--- config.mk ---
export PLATFORM = sky130hd
export DESIGN_NAME = if_stage
export DESIGN_NICKNAME = d
export VERILOG_FILES = /design/src/rtl/if_pkg.sv /design/src/rtl/if_skid_buf.sv /design/src/rtl/if_stage.sv
export SDC_FILE = /design/constraint.sdc
export NUM_CORES = 1
export LEC_CHECK = 0
export CORE_MARGIN = 5
export CORE_UTILIZATION = 35
export DETAILED_ROUTE_END_ITERATION = 8
export PLACE_DENSITY = 0.64
export SLEW_MARGIN = 20
export SYNTH_ARGS = -nofsm -noshare
export SYNTH_HDL_FRONTEND = slang
export SYNTH_SLANG_ARGS = --single-unit
--- constraint.sdc ---
create_clock -name clk -period 2.4 [get_ports clk]
set_input_delay 0.6 -clock clk [delete_from_list [all_inputs] [get_ports clk]]
set_output_delay 0.6 -clock clk [all_outputs]
set_load 0.005 [all_outputs]
--- src/rtl/if_pkg.sv ---
// Shared types and constants for the MIPS instruction-fetch stage.
package if_pkg;

    localparam int unsigned        INSTR_W          = 32;
    localparam logic [INSTR_W-1:0] NOP              = 32'h0000_0000;
    localparam logic [31:0]        DEFAULT_RESET_PC = 32'h0000_0000;

    typedef enum logic [2:0] {
        S_IDLE,
        S_REQ,
        S_WAIT,
        S_HOLD,
        S_SQUASH
    } if_state_t;

endpackage

--- src/rtl/if_skid_buf.sv ---
// One-entry skid register holding a fetched {instr, pcplus4} while IF/ID is stalled.
module if_skid_buf
    import if_pkg::*;
(
    input  logic               clk,
    input  logic               reset,
    input  logic               load,
    input  logic               unload,
    input  logic               clear,
    input  logic [INSTR_W-1:0] instr_in,
    input  logic [31:0]        pcplus4_in,
    output logic [INSTR_W-1:0] instr,
    output logic [31:0]        pcplus4,
    output logic               full
);

    always_ff @(posedge clk or negedge reset) begin
        if (!reset) begin
            instr   <= '0;
            pcplus4 <= '0;
            full    <= 1'b0;
        end else if (clear || unload) begin
            full <= 1'b0;
        end else if (load) begin
            instr   <= instr_in;
            pcplus4 <= pcplus4_in;
            full    <= 1'b1;
        end
    end

endmodule

--- src/rtl/if_stage.sv ---
// Instruction-fetch stage: fetch PC, imem req/gnt/rvalid handshake, IF/ID register.
// Optional IF_PERF_CNT_EN adds fetch_cnt / squash_cnt performance counters.
module if_stage
    import if_pkg::*;
#(
    parameter logic [31:0]        RESET_PC  = DEFAULT_RESET_PC,
    parameter logic [INSTR_W-1:0] NOP_INSTR = NOP
) (
    input  logic               clk,
    input  logic               reset,
    output logic               imem_req,
    output logic [31:0]        imem_addr,
    input  logic               imem_gnt,
    input  logic               imem_rvalid,
    input  logic [INSTR_W-1:0] imem_rdata,
    input  logic               stall_d,
    input  logic               redirect_en,
    input  logic [31:0]        redirect_pc,
    output logic [31:0]        pc_f,
    output logic [INSTR_W-1:0] instr_d,
    output logic [31:0]        pcplus4_d,
    output logic               valid_d
`ifdef IF_PERF_CNT_EN
    ,
    output logic [31:0]        fetch_cnt,
    output logic [31:0]        squash_cnt
`endif
);

    if_state_t          state, state_n;
    logic [31:0]        fa, fa_n, pc_n, pcplus4_n;
    logic [INSTR_W-1:0] instr_n;
    logic               valid_n, free;
    logic               skid_load, skid_unload, skid_clear, skid_full;
    logic [INSTR_W-1:0] skid_instr;
    logic [31:0]        skid_pcplus4;

    if_skid_buf u_skid (
        .clk        (clk),
        .reset      (reset),
        .load       (skid_load),
        .unload     (skid_unload),
        .clear      (skid_clear),
        .instr_in   (imem_rdata),
        .pcplus4_in (fa + 32'd4),
        .instr      (skid_instr),
        .pcplus4    (skid_pcplus4),
        .full       (skid_full)
    );

    assign imem_req  = (state == S_REQ);
    assign imem_addr = pc_f;
    assign free      = !valid_d || !stall_d;

    always_comb begin
        state_n     = state;
        pc_n        = pc_f;
        fa_n        = fa;
        instr_n     = instr_d;
        pcplus4_n   = pcplus4_d;
        valid_n     = valid_d && stall_d;
        skid_load   = 1'b0;
        skid_unload = 1'b0;
        skid_clear  = 1'b0;

        unique case (state)
            S_IDLE: state_n = S_REQ;
            S_REQ: begin
                if (imem_gnt) begin
                    fa_n    = pc_f;
                    pc_n    = pc_f + 32'd4;
                    state_n = S_WAIT;
                end
            end
            S_WAIT: begin
                if (imem_rvalid) begin
                    if (free) begin
                        instr_n   = imem_rdata;
                        pcplus4_n = fa + 32'd4;
                        valid_n   = 1'b1;
                        state_n   = S_REQ;
                    end else begin
                        skid_load = 1'b1;
                        state_n   = S_HOLD;
                    end
                end
            end
            S_HOLD: begin
                if (!stall_d && skid_full) begin
                    instr_n     = skid_instr;
                    pcplus4_n   = skid_pcplus4;
                    valid_n     = 1'b1;
                    skid_unload = 1'b1;
                    state_n     = S_REQ;
                end
            end
            S_SQUASH: begin
                if (imem_rvalid) state_n = S_REQ;
            end
            default: state_n = S_IDLE;
        endcase

        if (redirect_en) begin
            pc_n        = redirect_pc & ~32'd3;
            valid_n     = 1'b0;
            instr_n     = NOP_INSTR;
            pcplus4_n   = pcplus4_d;
            skid_load   = 1'b0;
            skid_unload = 1'b0;
            skid_clear  = 1'b1;
            unique case (state)
                S_REQ:    state_n = imem_gnt    ? S_SQUASH : S_REQ;
                S_WAIT:   state_n = imem_rvalid ? S_REQ    : S_SQUASH;
                // a response landing in the same cycle completes the squash
                S_SQUASH: state_n = imem_rvalid ? S_REQ    : S_SQUASH;
                default:  state_n = S_REQ;
            endcase
        end
    end

    always_ff @(posedge clk or negedge reset) begin
        if (!reset) begin
            state     <= S_IDLE;
            pc_f      <= RESET_PC;
            fa        <= '0;
            instr_d   <= NOP_INSTR;
            pcplus4_d <= '0;
            valid_d   <= 1'b0;
        end else begin
            state     <= state_n;
            pc_f      <= pc_n;
            fa        <= fa_n;
            instr_d   <= instr_n;
            pcplus4_d <= pcplus4_n;
            valid_d   <= valid_n;
        end
    end

`ifdef IF_PERF_CNT_EN
    logic fetch_inc, squash_inc;

    assign fetch_inc  = imem_rvalid && (state == S_WAIT) && !redirect_en;
    assign squash_inc = imem_rvalid && ((state == S_SQUASH) ||
                                        ((state == S_WAIT) && redirect_en));

    always_ff @(posedge clk or negedge reset) begin
        if (!reset) begin
            fetch_cnt  <= '0;
            squash_cnt <= '0;
        end else begin
            if (fetch_inc)  fetch_cnt  <= fetch_cnt + 32'd1;
            if (squash_inc) squash_cnt <= squash_cnt + 32'd1;
        end
    end
`endif

endmodule

==> impl_metrics.ini <==
[status]
status = finished clean

[cts]
clock_latency_ns = 0.43
cts_root_buf = clkbuf_16
ctsHoldBuffers = 0
clk_pin_slew_ns = 0.07
cts_tree = done
htree_levels = 4
clockBufferDepth = 2
cts_made_buffers = 17
clock_sinks = 189

[pwr]
cellPowerDensity_nw_per_um2 = 839.3
vdd_ir_drop_max_v = 0.0005779
total_power_mw = 10.12
power_leakage_nw = 5.065

[sta]
layout_min_cycle_time_ns = 2.278
drv_slew = 0
rsz0062_at_grt = no
postLayoutSetupSlackWorst_ns = 0.1223
fin_worst_skew_ns = 0.008438
post-route-period-util_pct = 94.90
setup_viol = 0
tns_ns = 0
fmax_mhz = 439.0
finalHoldViolCount = 0

[critical_path]
startpoint_type = flop
max_stage_delay_ns = 0.58
cp_max_fo = 10
required_ns = 1.80
critPathCaptureType = output port
crit_chain = nor3b_1, clkdlybuf4s50_1
slowest_stage = clkdlybuf4s50_1
critical_path_class = reg -> out
arrival_ns = 1.68

[global_route]
antenna_found_initial = 0
grt_pass1_vias = 7335
grtUsageTotal_pct = 16.88
grt_remaining_overflow = 0
grt_pass1_wl_mm = 39.70
grt_max_degree = 93

[logic_synthesis]
synth_cell_types = 54
seq_area_frac_synth_pct = 51.63
synth-seq-cells = 189
avgSynthCellArea_um2 = 9.969
ys_top_cells_by_area = dfrtp_1 (52%), mux2_2 (8.0%), nand2_1 (6.1%)
synth_top_area_share_pct = 51.63
synth_edf_count = 0
netlist_area_um2 = 9161
synthFlopType = dfrtp_1
yosysTopAreaCell = dfrtp_1
synthArstFlopShare_pct = 100.0
ys_warn_count = 0
synthCells = 919

[die]
die_h_um = 171.8
start_util_pct = 35.36
die_w_um = 171.8
dieArea_um2 = 29510
core_area_um2 = 25910
rows = 59
io_pins = 200

[detailed_routing]
firstDrtPassIters = 5
dr_total_vias = 7137
wire_per_inst_um = 17.08
wirelength_mm = 24.46
viasPerCell = 4.984
detail-route-antenna-nets = 0
remaining_drc_errors = 0
dr.first_iter.drc_count = 388

[placed_design]
finalWeightedCongestion = 0.8171
placed_cell_area_um2 = 11500
dp_slack_ns = -0.09139
place_hpwl_mm = 17.60
port-buffer-count = 191

[finish]
design_area_um2 = 12060
post_route_cells_drive_above_1_share_pct = 14.96
fin_nets = 1155
syn2layout_area_growth_pct = 31.60
fill_cells = 2433

[job]
cap_violations = 0

[worst_hold_path]
hp-class = in -> async
==> per-stage QoR <==
| stage | hold WS, ns | util (%) | instances |
|---|---|---|---|
| 6_report | 0.07766 | 46.53 | 1432 |
| 5_1_grt | 0.09718 | 46.52 | 1431 |
| 4_1_cts | 0.08600 | 46.51 | 1431 |
| 3_5_place_dp | 0.4734 | 44.39 | 1399 |
| 3_3_place_gp | 0.4623 | 44.39 | 1399 |
| 2_1_floorplan | 0.3044 | - | 924 |
==> area by class of cell <==
cell class | instances | area (um^2) | share of cell area, %
inverters | 14 | 52.55 | 0.4359
diodes | 1 | 2.502 | 0.02076
clock buffers | 19 | 442.9 | 3.674
repair buffers | 238 | 2426 | 20.12
clock inverters | 13 | 107.6 | 0.8925
well taps | 335 | 419.2 | 3.477
multi-input cells | 623 | 3874 | 32.13
flip-flops and latches | 189 | 4732 | 39.25
==> final timing paths <==
check	slack [ns]	cells past startpoint	start	endpoint
max in group asynchronous	1.61	2	reset	instr_d[24]
worst min-delay path	0.08	1	reset	imem_addr[14]
worst max-delay path	0.12	2	state[2]	imem_req
worst max register to register	0.23	6	fa[11]	pcplus4_d[26]
min in group clk	0.48	2	pcplus4_d[6]	pcplus4_d[6]
worst min register to register	0.48	2	pcplus4_d[6]	pcplus4_d[6]
==> state kept, by name, indices dropped and copies added (netlist names) <==
name,flops
instr_d,32
u_skid.instr,32
fa,30
imem_addr,30
pcplus4_d,30
u_skid.pcplus4,30
state,3
u_skid.full,1
valid_d,1
==> synthesized netlist by cell type (3+ instances only) <==
cell and count:
o31ai_1 3, nor3_1 13, nor2_1 71, a311oi_1 33
buf_6 3, and2_1 6, buf_1 4, nor4_1 10
a31oi_1 3, or3_1 4, nand2_1 148, xor2_1 26
dfrtp_1 189, a21o_1 3, and3_1 11, nand4_1 16
or4_1 4, o211ai_1 9, inv_1 14, and4_1 7
a21oi_1 26, buf_2 9, clkbuf_1 45, nand3_1 28
o31a_2 3, buf_4 36, o21ai_0 71, xnor2_1 21
o31a_1 5, mux2_2 65
==> kinds of logic (layout without fill, tap and decap cells) <==
group	count (synthesis)	in the layout	share of synthesized area (%)
adder cells (fa/ha/maj)	2	2	0.2731
XOR/XNOR	47	47	4.493
flip-flops	189	189	51.63
AND/OR/NAND/NOR	336	336	17.33
multiplexers	67	67	8.208
other	1	7	0.04093
buffers and inverters	112	284	6.555
AO/OA/AOI/OAI	165	165	11.47
==> layout by cell type, fill, tap and decap left out, drive strengths merged, types with 5 or more instances in the layout <==
master / instances
o21ai: 72
nand4: 17
xor2: 26
nand2: 148
a21oi: 26
buf: 48
and2: 6
mux2: 65
clkdlybuf4s50: 189
nor3: 13
xnor2: 21
clkbuf: 20
o31a: 8
dfrtp: 189
conb: 6
nor2: 71
nor4: 12
a311oi: 33
inv: 21
nand3: 28
o211ai: 10
and3: 11
or4: 5
and4: 8
or3: 5
==> layer usage <==
metal / GRT usage (%) / part of all wire [%] / up-vias
li1: - / - / 3495
met1: 24.21 / 48 / 3450
met2: 25.95 / 46 / 162
met3: 2.804 / 3.6 / 30
met4: 5.981 / 2.1 / 0
met5: 0 / 0 / -
==> worst max-delay path, delay by kind of cell (launching register included) <==
family        cells  cell delay [ns]
simple gates      1             0.21
buf+inv           1             0.58
flops             1             0.47
==> what timing repair did <==
action | 4_1_cts | 5_1_grt
endpoints found under the setup margin | 0 | 1
gates resized for setup | 0 | 2
setup buffers | 0 | 0
==> where the power goes <==
group          total (mW)  internal, mW  switching (mW)
Sequential           4.37          3.77           0.603
Combinational        3.06          1.64            1.42
Clock                2.68          1.38            1.30
Note: power is estimated with default switching activity, not from simulation.
